[src/rtl/cpu32_pkg.sv]
// rtl/cpu32_pkg.sv - shared cpu32 types used by the memory arbiter
//
// Purpose : enumerations for the arbiter sequencer state and the
//           identity of the port that currently owns the RAM.
// Contents: arb_state_t {ARB_IDLE, ARB_BUSY}
//           arb_owner_t {OWN_I, OWN_D}
package cpu32_pkg;

    typedef enum logic {
        ARB_IDLE = 1'b0,
        ARB_BUSY = 1'b1
    } arb_state_t;

    typedef enum logic {
        OWN_I = 1'b0,
        OWN_D = 1'b1
    } arb_owner_t;

endpackage

[src/rtl/mem_arbiter_if.sv]
// rtl/mem_arbiter_if.sv - fetch/data/RAM signal bundle around mem_arbiter
//
// Purpose : groups the instruction-fetch port, the load/store port and the
//           single-port RAM port that the arbiter sits between.
// Modports:
//   slave  - the arbiter: takes requests and RAM read data, drives acks,
//            read data, stalls and the RAM strobe/address/write data.
//   master - the surroundings (pipeline plus RAM): the mirror image.
interface mem_arbiter_if #(
    parameter int AW = 30,
    parameter int DW = 32
) ();

    // instruction-fetch port
    logic          i_req;
    logic [AW-1:0] i_addr;
    logic          i_ack;
    logic [DW-1:0] i_rdata;
    logic          i_stall;

    // load/store port
    logic          d_req;
    logic          d_we;
    logic [AW-1:0] d_addr;
    logic [DW-1:0] d_wdata;
    logic          d_ack;
    logic [DW-1:0] d_rdata;
    logic          d_stall;

    // single-port RAM
    logic          mem_en;
    logic          mem_we;
    logic [AW-1:0] mem_addr;
    logic [DW-1:0] mem_wdata;
    logic [DW-1:0] mem_rdata;

    modport slave (
        input  i_req, i_addr,
        output i_ack, i_rdata, i_stall,
        input  d_req, d_we, d_addr, d_wdata,
        output d_ack, d_rdata, d_stall,
        output mem_en, mem_we, mem_addr, mem_wdata,
        input  mem_rdata
    );

    modport master (
        output i_req, i_addr,
        input  i_ack, i_rdata, i_stall,
        output d_req, d_we, d_addr, d_wdata,
        input  d_ack, d_rdata, d_stall,
        input  mem_en, mem_we, mem_addr, mem_wdata,
        output mem_rdata
    );

endinterface

[src/rtl/mem_arbiter.sv]
// rtl/mem_arbiter.sv - one-at-a-time arbiter sharing a single-port RAM
//
// Purpose : shares one synchronous single-port RAM between the fetch port and
//           the load/store port. Each access is granted, issued for one cycle,
//           held while the RAM read latency elapses, then acknowledged. Data
//           wins ties; a saturating starvation counter forces a fetch grant
//           after STARVE_MAX consecutive data grants with a fetch pending.
// Params  : AW (word-address width), DW (data width),
//           RD_LAT (RAM read latency, 1..4), STARVE_MAX (data grants allowed
//           while a fetch waits).
// Ports   : clk     - sole clock, rising edge
//           reset_n - asynchronous assert, synchronous release, active low
//           bus     - mem_arbiter_if.slave: fetch port (i_*), load/store port
//                     (d_*), RAM port (mem_*)
module mem_arbiter
    import cpu32_pkg::*;
#(
    parameter int AW         = 30,
    parameter int DW         = 32,
    parameter int RD_LAT     = 1,
    parameter int STARVE_MAX = 4
) (
    input  logic         clk,
    input  logic         reset_n,
    mem_arbiter_if.slave bus
);

    // Counter widths; both are kept at least one bit wide.
    localparam int CW = (RD_LAT < 1)     ? 1 : $clog2(RD_LAT + 1);
    localparam int SW = (STARVE_MAX < 1) ? 1 : $clog2(STARVE_MAX + 1);

    // A read waits RD_LAT-1 BUSY cycles before the ack cycle; a write acks
    // in the first BUSY cycle.
    localparam logic [CW-1:0] RD_CNT_INIT = CW'(RD_LAT - 1);
    localparam logic [SW-1:0] STARVE_SAT  = SW'(STARVE_MAX);

    // ------------------------------------------------------------------
    // state
    // ------------------------------------------------------------------
    arb_state_t    state,  state_nxt;
    arb_owner_t    owner,  owner_nxt;
    logic          is_wr,  is_wr_nxt;
    logic [CW-1:0] cnt,    cnt_nxt;
    logic [SW-1:0] starve, starve_nxt;

    // ------------------------------------------------------------------
    // winner pick (only meaningful while IDLE with a request present)
    // ------------------------------------------------------------------
    logic any_req;
    logic pick_d;

    always_comb begin
        any_req = bus.i_req | bus.d_req;
        // Data wins unless a fetch has watched STARVE_MAX data grants go by.
        pick_d  = bus.d_req & ~(bus.i_req & (starve == STARVE_SAT));
    end

    // ------------------------------------------------------------------
    // next-state and raw outputs
    // ------------------------------------------------------------------
    logic          issue;
    logic          mem_en_c;
    logic          mem_we_c;
    logic [AW-1:0] mem_addr_c;
    logic [DW-1:0] mem_wdata_c;
    logic          i_ack_c;
    logic          d_ack_c;
    logic [DW-1:0] rdata_c;

    always_comb begin
        state_nxt   = state;
        owner_nxt   = owner;
        is_wr_nxt   = is_wr;
        cnt_nxt     = cnt;
        issue       = 1'b0;
        mem_en_c    = 1'b0;
        mem_we_c    = 1'b0;
        mem_addr_c  = '0;
        mem_wdata_c = '0;
        i_ack_c     = 1'b0;
        d_ack_c     = 1'b0;
        rdata_c     = '0;

        unique case (state)
            ARB_IDLE: begin
                if (any_req) begin
                    issue    = 1'b1;
                    mem_en_c = 1'b1;
                    if (pick_d) begin
                        mem_we_c    = bus.d_we;
                        mem_addr_c  = bus.d_addr;
                        mem_wdata_c = bus.d_wdata;
                        owner_nxt   = OWN_D;
                        is_wr_nxt   = bus.d_we;
                        cnt_nxt     = bus.d_we ? '0 : RD_CNT_INIT;
                    end else begin
                        // fetches are always reads
                        mem_addr_c  = bus.i_addr;
                        owner_nxt   = OWN_I;
                        is_wr_nxt   = 1'b0;
                        cnt_nxt     = RD_CNT_INIT;
                    end
                    state_nxt = ARB_BUSY;
                end
            end

            ARB_BUSY: begin
                if (cnt != '0) begin
                    cnt_nxt = cnt - CW'(1);
                end else begin
                    // RAM data lands in this very cycle; pass it straight
                    // through instead of registering it.
                    if (owner == OWN_D) begin
                        d_ack_c = 1'b1;
                    end else begin
                        i_ack_c = 1'b1;
                    end
                    rdata_c   = is_wr ? '0 : bus.mem_rdata;
                    state_nxt = ARB_IDLE;
                end
            end

            default: begin
                state_nxt = ARB_IDLE;
            end
        endcase
    end

    // ------------------------------------------------------------------
    // starvation guard
    // ------------------------------------------------------------------
    always_comb begin
        starve_nxt = starve;
        if (!bus.i_req || (issue && !pick_d)) begin
            starve_nxt = '0;
        end else if (issue && pick_d && (starve != STARVE_SAT)) begin
            starve_nxt = starve + SW'(1);
        end
    end

    // ------------------------------------------------------------------
    // registers
    // ------------------------------------------------------------------
    always_ff @(posedge clk or negedge reset_n) begin
        if (!reset_n) begin
            state  <= ARB_IDLE;
            owner  <= OWN_D;
            is_wr  <= 1'b0;
            cnt    <= '0;
            starve <= '0;
        end else begin
            state  <= state_nxt;
            owner  <= owner_nxt;
            is_wr  <= is_wr_nxt;
            cnt    <= cnt_nxt;
            starve <= starve_nxt;
        end
    end

    // ------------------------------------------------------------------
    // outputs
    // ------------------------------------------------------------------
    // The issue path is combinational from the requests, so every output is
    // also qualified by reset_n to keep them all quiet while reset is held.
    assign bus.mem_en    = reset_n & mem_en_c;
    assign bus.mem_we    = reset_n & mem_we_c;
    assign bus.mem_addr  = reset_n ? mem_addr_c  : '0;
    assign bus.mem_wdata = reset_n ? mem_wdata_c : '0;

    assign bus.i_ack     = reset_n & i_ack_c;
    assign bus.d_ack     = reset_n & d_ack_c;
    assign bus.i_rdata   = (reset_n && i_ack_c) ? rdata_c : '0;
    assign bus.d_rdata   = (reset_n && d_ack_c) ? rdata_c : '0;

    // Stalls drop in the ack cycle so the pipeline advances on that edge.
    assign bus.i_stall   = reset_n & bus.i_req & ~i_ack_c;
    assign bus.d_stall   = reset_n & bus.d_req & ~d_ack_c;

endmodule

[src/flat_wrapper.sv]
// flat-port wrapper written by rule: the top's interface ports become plain ports
module mem_arbiter_flat import cpu32_pkg::*;
#(
    parameter int AW         = 30,
    parameter int DW         = 32,
    parameter int RD_LAT     = 1,
    parameter int STARVE_MAX = 4
)
  (clk, reset_n, bus_i_req, bus_i_addr, bus_i_ack, bus_i_rdata, bus_i_stall, bus_d_req, bus_d_we, bus_d_addr, bus_d_wdata, bus_d_ack, bus_d_rdata, bus_d_stall, bus_mem_en, bus_mem_we, bus_mem_addr, bus_mem_wdata, bus_mem_rdata);
  mem_arbiter_if #(.AW(AW), .DW(DW)) bus_i ();
  input  logic clk;
  input  logic reset_n;
  input wire logic [$bits(bus_i.i_req)-1:0] bus_i_req;
  input wire logic [$bits(bus_i.i_addr)-1:0] bus_i_addr;
  output wire logic [$bits(bus_i.i_ack)-1:0] bus_i_ack;
  output wire logic [$bits(bus_i.i_rdata)-1:0] bus_i_rdata;
  output wire logic [$bits(bus_i.i_stall)-1:0] bus_i_stall;
  input wire logic [$bits(bus_i.d_req)-1:0] bus_d_req;
  input wire logic [$bits(bus_i.d_we)-1:0] bus_d_we;
  input wire logic [$bits(bus_i.d_addr)-1:0] bus_d_addr;
  input wire logic [$bits(bus_i.d_wdata)-1:0] bus_d_wdata;
  output wire logic [$bits(bus_i.d_ack)-1:0] bus_d_ack;
  output wire logic [$bits(bus_i.d_rdata)-1:0] bus_d_rdata;
  output wire logic [$bits(bus_i.d_stall)-1:0] bus_d_stall;
  output wire logic [$bits(bus_i.mem_en)-1:0] bus_mem_en;
  output wire logic [$bits(bus_i.mem_we)-1:0] bus_mem_we;
  output wire logic [$bits(bus_i.mem_addr)-1:0] bus_mem_addr;
  output wire logic [$bits(bus_i.mem_wdata)-1:0] bus_mem_wdata;
  input wire logic [$bits(bus_i.mem_rdata)-1:0] bus_mem_rdata;
  assign bus_i.i_req = bus_i_req;
  assign bus_i.i_addr = bus_i_addr;
  assign bus_i_ack = bus_i.i_ack;
  assign bus_i_rdata = bus_i.i_rdata;
  assign bus_i_stall = bus_i.i_stall;
  assign bus_i.d_req = bus_d_req;
  assign bus_i.d_we = bus_d_we;
  assign bus_i.d_addr = bus_d_addr;
  assign bus_i.d_wdata = bus_d_wdata;
  assign bus_d_ack = bus_i.d_ack;
  assign bus_d_rdata = bus_i.d_rdata;
  assign bus_d_stall = bus_i.d_stall;
  assign bus_mem_en = bus_i.mem_en;
  assign bus_mem_we = bus_i.mem_we;
  assign bus_mem_addr = bus_i.mem_addr;
  assign bus_mem_wdata = bus_i.mem_wdata;
  assign bus_i.mem_rdata = bus_mem_rdata;
  mem_arbiter #(.AW(AW), .DW(DW), .RD_LAT(RD_LAT), .STARVE_MAX(STARVE_MAX)) u_core (.clk(clk), .reset_n(reset_n), .bus(bus_i));
endmodule
[config.mk]
export PLATFORM = sky130hd
export DESIGN_NAME = mem_arbiter_flat
export DESIGN_NICKNAME = d
export VERILOG_FILES = /design/src/rtl/cpu32_pkg.sv /design/src/rtl/mem_arbiter_if.sv /design/src/rtl/mem_arbiter.sv /design/src/flat_wrapper.sv
export SDC_FILE = /design/constraint.sdc
export NUM_CORES = 1
export LEC_CHECK = 0
export BUFFER_PORTS_ARGS = -buffer_cell sky130_fd_sc_hd__buf_4
export CORE_AREA = 4 4 99 101
export CTS_CLUSTER_SIZE = 20
export DETAILED_ROUTE_END_ITERATION = 10
export DIE_AREA = 0 0 103 105
export PLACE_DENSITY = 0.54
export SETUP_SLACK_MARGIN = 0.02
export SLEW_MARGIN = 10
export SYNTH_ARGS = -nofsm -noshare
export SYNTH_HDL_FRONTEND = slang
export SYNTH_SLANG_ARGS = --single-unit
[constraint.sdc]
create_clock -name clk -period 2.1 [get_ports clk]
set_clock_uncertainty 0.1 [all_clocks]
set_input_delay 0.42 -clock clk [delete_from_list [all_inputs] [get_ports clk]]
set_output_delay 0.42 -clock clk [all_outputs]
set_load 0.01 [all_outputs]
-- After elaboration in Yosys (flattened, before gate mapping)
Index checks and enable logic that the tools add are counted.
- bits in registers: 7
- equality and inequality tests: 3
- reduce and logical (&&, ||, !) cells: 10
- $add $sub $neg: 2
- multiplexer cells: 32
- bitwise logic cells: 15
- operators with widths (kind ; number):
    $mux 32 ; 9
    $mux 30 ; 4
    $mux 1 ; 15
    $and 1x1->1 ; 10
    $mux 3 ; 2
    $logic_and 1x1->1 ; 5
    $not 1->1 ; 4
    $pmux 1 s2 ; 2
    $add 3x1->3 const B ; 1
    $eq 3x3->1 const B ; 1
    $ne 3x3->1 const B ; 1
    $logic_not 1->1 ; 2
    $ne 2x1->1 const B ; 1
    $reduce_and 2->1 ; 1
    $reduce_bool 2->1 ; 1
    $logic_or 1x1->1 ; 1
    $or 1x1->1 ; 1
    $sub 1x1->1 const B ; 1

-- Longest topological paths before layout
Gate-level depths: netlist of the first run.
- word-level depth: 8
- gate-level depth with buffers: 6
- depth with buffers taken out: 5

-- Worst setup path before layout of the first run
OpenSTA, ideal clock, no wires.
- path type: register to output
- from: reg u_core.starve[0]
- to: out bus_mem_addr[10]
- data required time: 1580 ps
- path slack: 207 ps
- arrival: 1373 ps
- cell stages (with the launch flop): 7
- cell sequence: dfrtp_1 inv_1 ha_1 nand3_1 clkbuf_1 nand3_1 a21oi_1
- longest elaborated chain between the ends: 8
- ends and longest elaborated chain (what ; line ; RTL):
    start, declared ; mem_arbiter.sv:44 ; logic [SW-1:0] starve, starve_nxt;
    start signal, assigned ; mem_arbiter.sv:156 ; starve <= starve_nxt;
    $eq 3x3->1 ; mem_arbiter.sv:55 ; pick_d = bus.d_req & ~(bus.i_req & (starve == STARVE_SAT));
    $and 1x1->1 ; mem_arbiter.sv:55 ;
    $not 1->1 ; mem_arbiter.sv:55 ;
    $and 1x1->1 ; mem_arbiter.sv:55 ;
    $mux 30 ; mem_arbiter.sv:89 ; if (pick_d) begin
    $mux 30 ; mem_arbiter.sv:86 ; if (any_req) begin
    $mux 30 ; mem_arbiter.sv:84 ; unique case (state)
    $mux 30 ; mem_arbiter.sv:167 ; assign bus.mem_addr = reset_n ? mem_addr_c : '0;
    end, declared ; flat_wrapper.sv:27 ; output wire logic [$bits(bus_i.mem_addr)-1:0] bus_mem_addr;
Every way passes these cells.

-- Final worst setup path of the first run
- from: reg u_core.starve[1]
- to: out bus_mem_addr[21]
The elaborated chain is that of the path after synthesis.

==> flow_summary.toml, run 1 <==
[setup_path]
critPathArrivalTime_ns = 1.69
worstSetupEndpoint = "bus_mem_addr[21]"
worstReg2RegStart = "u_core.starve[1]"
criticalPathCategory = "reg2out"
max_stage_delay_ns = 0.37
startpoint_type = "flip-flop"
worstSetupEndpointType = "output pin"
startpoint = "u_core.starve[1]"
r2r-end = "u_core.starve[1]"
crit_fanout = 8
crit_path_cell_trace = "inv_2 -> ha_4 -> buf_6 -> nand3_4 -> buf_6 -> buf_12 -> nand3_2 -> a21oi_2 -> buf_4"
worst_r2r_path_depth = 8
cp.required_ns = 1.58
crit_top_cell = "buf_6"
slowest_stage = "dfrtp_1"
timing.reg2reg.setup_slack_ns = 0.13

[clocking]
clock_path_buffers = 2
htree_levels = 1
cts.sinks = 6
clockRootBuffer = "clkbuf_8"
cts_buffers = 3
cts_tree = "done"
clk_pin_slew_worst_paths_ns = 0.04
clock_latency_ns = 0.23

[yosys]
ys_types = 27
synth_area_um2 = 1580
netlist.area_leader.share_pct = 25.7
synth-async-reset-ratio_pct = 100
yosysSeqAreaShare_pct = 9.58
synthFlopType = "dfrtp_1"
synth_area_leaders = "and3_1 (26%), nand3_1 (20%), and2_1 (13%)"
synth_edf_count = 0
ys_ff_latch = 6
yosysWarnings = 0
avgSynthCellArea_um2 = 5.96
syn-num-nets = 396
synthCells = 265
synth_largest_area_cell = "and3_1"

[grt]
grt_overflow = 0
antenna_found_initial = 0
grt_pass1_vias = 2919
track_usage_pct = 17.1
grt_first_pass_wirelength_um = 14900
grt_max_degree = 65

[power_and_ir_drop]
switching_share_pct = 37.5
clock_power_share_pct = 14.4
p_per_area_nw_per_um2 = 270
comb_power_share_pct = 74.6
p_sw_uw = 493
p_int_uw = 820
vdd_drop_max_mv = 0.148
seq_power_share_pct = 11.0
p_leak_nw = 2.48

[placement]
gp_congestion = 0.834
dpl-instance-area_um2 = 3710
port_buffers = 260
place.detailed.hpwl_um = 7470

[job]
maxCapViolCount = 0

[sta]
maxSlewViolCount = 0
worst_slack_ns = -0.110
rsz0062_at_grt = "true"
finalSetupViolCount = 81
tightestPinTransition_ns = 0.393
hold_viol = 0
fin_crit_sh_pct = 105
min_period_ns = 2.21
fmax_mhz = 452
setup_tns_ns = -3.54
slew_headroom_pct = 73.8

[drt]
num_vias = 3207
wl_um = 12100
antenna_left = 0
drtIter0Drc = 147
wl_per_cell_um = 18.6
dr.pass1.iters = 4
drc = 0
vias_per_cell = 4.92

[layout]
area_growth_pct = 208
final_net_count = 673
postLayoutCellArea_um2 = 4870
drive_gt1_share_pct = 75.2
antennaDiodeCount = 0

[floorplanning]
io_pins = 261
dieArea_um2 = 10800
rows = 35
die_w_um = 103
start_util_pct = 17.5
dieHeight_um = 105
coreArea_um2 = 9020

[run_status]
status = "finished with violations"
failed_checks = "negative setup slack"

[hold_path]
hp-class = "in2async"
-- power by group through the flow --
stage	Sequential, mW	Clock (mW)	Combinational (mW)
finish	0.144	0.189	0.980
global route	0.146	0.204	1.04
CTS	0.143	0.193	0.726
detailed placement	0.143	0	0.670
global placement	0.143	0	0.662
floorplan	0.139	0	0.268
-- placed cells by master, fill, tap and decap left out, drive strengths merged, types with 2 or more instances in the layout --
cell type,synthesis,final
inv,3,3
o21ai,2,2
a21oi,33,33
clkbuf,23,12
and3,65,67
nand3,62,62
nor2b,2,2
a21boi,3,3
dfrtp,5,5
ha,2,2
a21bo,1,2
nor2,5,5
and2,33,33
nand2,7,7
buf,11,294
-- flip-flops by register name, summed over array words and instances, names as in the netlist --
name,count
u_core.owner,1
u_core.starve,3
u_core.state,1
u_core.is_wr,1
-- critical path: cells and delay by family, from the launching register on --
family                   cells  cell delay (ns)
flip-flops                   1             0.37
AO/OA/AOI/OAI                1             0.17
adder cells (fa/ha/maj)      1             0.17
AND/OR/NAND/NOR              2             0.15
buffers and inverters        5             0.60
-- Yosys cell counts (2+ instances only) --
library cell and instances:
a21boi_0 2, a21oi_1 33, and2_1 33, and3_1 65
buf_2 9, clkbuf_1 20, clkbuf_2 3, dfrtp_1 5
ha_1 2, inv_1 3, nand2_1 7, nand3_1 62
nor2_1 5, nor2b_1 2, o21ai_0 2
-- per-stage QoR --
stage,cells,utilization (%),hold slack [ns],setup WS (ns),total power [mW]
floorplan,265,-,0.0244,0.207,0.407
global placement,618,41.1,0.151,-0.0858,0.805
detailed placement,618,41.1,0.152,-0.0982,0.813
CTS,634,45.5,0.0930,-0.0863,1.06
global route,652,54.0,0.120,-0.177,1.39
finish,652,54.0,0.110,-0.110,1.31
-- layout make-up --
type / instances / area, um^2
Timing Repair Buffer: 303 / 2780
Multi-Input combinational cell: 225 / 1740
Fill cell: 831 / 4150
Inverter: 3 / 11.3
Clock buffer: 4 / 45.0
Tap cell: 111 / 139
Sequential cell: 6 / 153
-- how the worst min path moves through the flow --
stage,from,end,slack [ns]
final,reset_n,u_core.owner,0.11
after global routing,reset_n,u_core.owner,0.12
after CTS,reset_n,u_core.owner,0.09
after detailed placement,reset_n,u_core.starve[2],0.15
after global placement,reset_n,u_core.starve[2],0.15
after floorplan,reset_n,u_core.is_wr,0.02
-- logic make-up after synthesis --
kind of cell | Yosys count | share of synthesized area (%)
adder cells (fa/ha/maj) | 2 | 1.58
flip-flops | 6 | 9.58
AO/OA/AOI/OAI | 41 | 14.3
AND/OR/NAND/NOR | 179 | 64.6
buffers and inverters | 37 | 9.98
-- routing by layer --
| metal | track usage, % | vias up | part of all wire (%) |
|---|---|---|---|
| li1 | - | 1507 | - |
| met1 | 18.9 | 1488 | 34 |
| met2 | 31.2 | 181 | 53 |
| met3 | 3.54 | 31 | 9.0 |
| met4 | 6.48 | 0 | 3.6 |
| met5 | 0 | - | 0 |
-- what timing repair did --
item,in CTS,in global routing
hold buffers,1,0
resized for setup,60,108
setup buffers,6,5
pin swaps,52,38
gates cloned,6,13
endpoints found under the setup margin,64,127
hold endpoints to repair,5,0
Note: power is estimated with default switching activity, not from simulation.
==> run 2, diff against run 1 <==
CTS_BUF_LIST = sky130_fd_sc_hd__clkbuf_8 sky130_fd_sc_hd__clkbuf_16   (was unset)
==> run 2 against run 1 <==
The flow still finishes with violations (negative setup slack). Final area stayed put. Die area is the same. Via count is 0.41% lower.
==> flow_summary.toml, run 2 (synthesis gave the netlist of run 1 again) <==
[run_status]
status = "finished with violations"
failed_checks = "negative setup slack"

[floorplanning]
io_pins = 261
start_util_pct = 17.5
die_w_um = 103
coreArea_um2 = 9020
dieArea_um2 = 10800
dieHeight_um = 105
rows = 35

[grt]
antenna_found_initial = 0
grt_use_met3_pct = 3.54
grt_first_pass_wirelength_um = 14900
track_usage_pct = 17.1
grt_overflow = 0
grt_use_met2_pct = 31.2
grt_pass1_vias = 2919
use_met1_pct = 18.9
top_usage_layer = "met2"
grt_max_degree = 65

[setup_path]
cp.required_ns = 1.58
crit_top_cell = "buf_6"
crit_fanout = 8
worstReg2RegStart = "u_core.starve[1]"
timing.reg2reg.setup_slack_ns = 0.13
r2r-end = "u_core.starve[1]"
worst_r2r_path_depth = 8
worstSetupEndpointType = "output pin"
max_stage_delay_ns = 0.37
criticalPathCategory = "reg2out"
startpoint_type = "flip-flop"
startpoint = "u_core.starve[1]"
critPathArrivalTime_ns = 1.69
slowest_stage = "dfrtp_1"
crit_path_cell_trace = "inv_2 -> ha_4 -> buf_6 -> nand3_4 -> buf_6 -> buf_12 -> nand3_2 -> a21oi_2 -> buf_4"

[sta]
rsz0062_at_grt = "true"
maxSlewViolCount = 0
min_period_ns = 2.21
holdWs_ns = 0.109
slew_headroom_pct = 74.5
fmax_mhz = 452
tightestPinTransition_ns = 0.383
fin_crit_sh_pct = 105
worst_slack_ns = -0.112
finalSetupViolCount = 78
hold_viol = 0

[placement]
preCtsSetupSlack_ns = -0.0982
gp_congestion = 0.834
port_buffers = 260
place.detailed.hpwl_um = 7470

[layout]
mostFrequentLayoutCell = "buf_4"
mostFrequentLayoutCells = "buf_4 (224), buf_6 (61), nand3_1 (53)"
antennaDiodeCount = 0
top_register = "u_core.starve"
drive_gt1_share_pct = 75.2
area_growth_pct = 208
largest_reg_flops = 3
fillers = 831
final_net_count = 673

[clocking]
cts.sinks = 6
clockRootBuffer = "clkbuf_8"
clk_pin_slew_worst_paths_ns = 0.04
cts_buffers = 3
cts_tree = "done"
clock_path_buffers = 2
clock_latency_ns = 0.23
htree_levels = 1

[drt]
drc = 0
num_vias = 3194
antenna_left = 0
dr.pass1.iters = 4
wl_um = 12100
wl_per_cell_um = 18.6
vias_per_cell = 4.90
drtIter0Drc = 143

[power_and_ir_drop]
p_leak_nw = 2.48
vdd_drop_max_mv = 0.149
p_per_area_nw_per_um2 = 269

[job]
maxCapViolCount = 0

[hold_path]
hp-class = "in2async"
## run 2: changes by cell type in the layout (fill, tap and decap cells not counted), sizes merged
cell | previous run | this run
inv | 3 | 4
clkbuf | 12 | 11
## run 2: power by group
group          internal (mW)  switching [mW]  total, mW
clock network          0.126          0.0583      0.185
registers              0.131          0.0131      0.144
logic                  0.558           0.422      0.980
total                  0.815           0.493       1.31
## run 2: timing repair
action                                  CTS  global route
gates cloned                              6            13
endpoints found under the hold margin     5             0
pin swaps                                52            38
hold buffers                              1             0
endpoints found under the setup margin   64           127
setup buffers                             6             5
gates resized for setup                  60           108
## run 2: layer usage
layer	vias up	wire (um)
met5	-	0
met4	0	430
met3	31	1100
met2	181	6460
met1	1476	4120
li1	1506	-
## run 2: worst max path at each step
stage	end	slack, ns	cells past startpoint
after floorplan	bus_mem_addr[10]	0.21	6
after global placement	bus_mem_addr[21]	-0.09	5
after detailed placement	bus_mem_addr[21]	-0.1	6
after CTS	bus_mem_addr[21]	-0.09	9
after global routing	bus_mem_addr[17]	-0.18	9
final	bus_mem_addr[21]	-0.11	9
## run 2: critical path: cells and delay by family, from the launching register on
| kind | cells | cell delay, ns |
|---|---|---|
| buffers and inverters | 5 | 0.60 |
| flip-flops | 1 | 0.37 |
| adder cells (fa/ha/maj) | 1 | 0.17 |
| AO/OA/AOI/OAI | 1 | 0.17 |
| AND/OR/NAND/NOR | 2 | 0.16 |
## run 2: final cells by class
type                       count  area, um^2  share of cell area, %
clock inverter                 1        3.75                 0.0771
timing repair buffer         303        2780                   57.1
sequential                     6         153                   3.13
inverter                       3        11.3                  0.231
clock buffer                   3        41.3                  0.848
multi-input combinational    225        1740                   35.8
tap                          111         139                   2.85
## run 2: per-stage QoR
stage / power [mW] / cell area [um^2] / instances / utilization (%) / setup TNS [ns]
after floorplan: 0.407 / 1580 / 265 / - / 0
after CTS: 1.06 / 4100 / 634 / 45.5 / -2.66
after detailed placement: 0.813 / 3710 / 618 / 41.1 / -0.522
after global routing: 1.38 / 4870 / 652 / 54.0 / -9.28
after global placement: 0.805 / 3710 / 618 / 41.1 / -0.105
final: 1.31 / 4870 / 652 / 54.0 / -3.59
==> run 3, diff against run 2 <==
SETUP_SLACK_MARGIN = unset   (was 0.02)
==> run 3 against run 2 <==
The run still ends with negative setup slack left. Flip-flop and latch count did not move. Worst setup slack barely moved. Final area fell by 6.8%. Core utilization fell by 3.7 points. Die area did not move. Routed wire length fell by 7.8%. Fmax barely moved. Worst hold slack got worse by 0.014 ns. Critical path depth did not move. Largest power group unchanged.
==> flow_summary.toml, run 3 (synthesis gave the netlist of run 1 again) <==
[clocking]
htree_levels = 1
cts_tree = "done"
clk_pin_slew_worst_paths_ns = 0.04
clockRootBuffer = "clkbuf_8"
cts.sinks = 6
cts_buffers = 3
clock_path_buffers = 2
clock_latency_ns = 0.23

[layout]
top_register = "u_core.starve"
antennaDiodeCount = 0
mostFrequentLayoutCells = "buf_4 (237), nand3_1 (53), and3_1 (45)"
mostFrequentLayoutCell = "buf_4"
drive_gt1_share_pct = 71.2
layout.cells.non_filler = 643
final_net_count = 664
largest_reg_flops = 3
final_util_pct = 50.3
area_growth_pct = 187

[setup_path]
crit_top_cell = "buf_6"
crit_fanout = 8
crit_path_cell_trace = "inv_2 -> ha_4 -> buf_6 -> nand3_4 -> buf_6 -> buf_12 -> nand3_2 -> a21oi_2 -> buf_4"
criticalPathCategory = "reg2out"
cp_num_buf_inv = 5
critPathArrivalTime_ns = 1.69
startpoint_type = "flip-flop"
critPathTopFamily = "buffers and inverters"
slowest_stage = "dfrtp_1"
worstSetupEndpointType = "output pin"
max_stage_delay_ns = 0.37
cp.required_ns = 1.58

[grt]
grt_first_pass_wirelength_um = 14900
grt_overflow = 0
antenna_found_initial = 0
grt_max_degree = 65
track_usage_pct = 17.1
grt_pass1_vias = 2925

[sta]
holdWs_ns = 0.0947
fin_crit_sh_pct = 105
worst_slack_ns = -0.112
maxSlewViolCount = 0
slew_headroom_pct = 74.6
hold_viol = 0
tightestPinTransition_ns = 0.381
finalSetupViolCount = 62
fmax_mhz = 452
rsz0062_at_grt = "true"
min_period_ns = 2.21

[floorplanning]
start_util_pct = 17.5
die_w_um = 103
rows = 35
io_pins = 261
dieArea_um2 = 10800
dieHeight_um = 105
coreArea_um2 = 9020

[hold_path]
hp-class = "in2async"

[power_and_ir_drop]
p_leak_nw = 2.42
p_per_area_nw_per_um2 = 266
vdd_drop_max_mv = 0.149

[run_status]
status = "finished with violations"
failed_checks = "negative setup slack"

[drt]
drc = 0
drtIter0Drc = 107
wl_per_cell_um = 17.3
num_vias = 3096
dr.pass1.iters = 4
vias_per_cell = 4.81
antenna_left = 0
wl_um = 11200

[placement]
place_inst = 618
port_buffers = 260
place.detailed.hpwl_um = 7470
gp_congestion = 0.834

[job]
maxCapViolCount = 0
-- run 3: where the power goes --
part	switching (mW)	internal [mW]	leakage, nW	total [mW]
clock	0.0583	0.126	0.0269	0.185
combinational	0.381	0.496	2.32	0.877
sequential	0.0138	0.131	0.0748	0.145
-- run 3: what timing repair did --
item | CTS | global route
hold endpoints to repair | 5 | 0
cloned | 6 | 6
pin swaps | 52 | 17
resized for setup | 58 | 72
setup endpoints to repair | 63 | 127
hold buffers | 1 | 0
buffers inserted | 6 | 3
-- run 3: final timing paths --
kind / startpoint / end / slack (ns) / cells after the start
worst max register to register: u_core.starve[1] / u_core.starve[1] / 0.13 / 8
worst max-delay path: u_core.starve[1] / bus_mem_addr[21] / -0.11 / 9
max in group asynchronous: reset_n / u_core.state / 1.09 / 2
worst min register to register: u_core.owner / u_core.owner / 0.44 / 1
min in group clk: bus_d_we / u_core.is_wr / 0.36 / 3
worst min-delay path: reset_n / u_core.owner / 0.09 / 1
-- run 3: layout make-up --
cell class	count	area, um^2
fill	890	4480
tap	111	139
sequential	6	153
clock inverter	1	3.75
clock buffer	3	41.3
inverter	3	11.3
timing repair buffer	294	2560
multi-input combinational	225	1630
-- run 3: stage by stage --
stage          TNS (ns)  power [mW]  worst slack (ns)  area, um^2
2_1_floorplan         0       0.407             0.207        1580
3_3_place_gp     -0.105       0.805           -0.0858        3710
3_5_place_dp     -0.522       0.813           -0.0982        3710
4_1_cts           -2.66        1.05           -0.0859        4100
5_1_grt           -6.98        1.29            -0.177        4540
6_report          -3.30        1.21            -0.112        4540
-- run 3: layer usage --
| metal | share of wire (%) | vias to the layer above | track usage (%) |
|---|---|---|---|
| met5 | 0 | - | 0 |
| met4 | 3.5 | 0 | 6.48 |
| met3 | 9.8 | 28 | 3.54 |
| met2 | 53 | 174 | 31.3 |
| met1 | 34 | 1412 | 18.9 |
| li1 | - | 1482 | - |
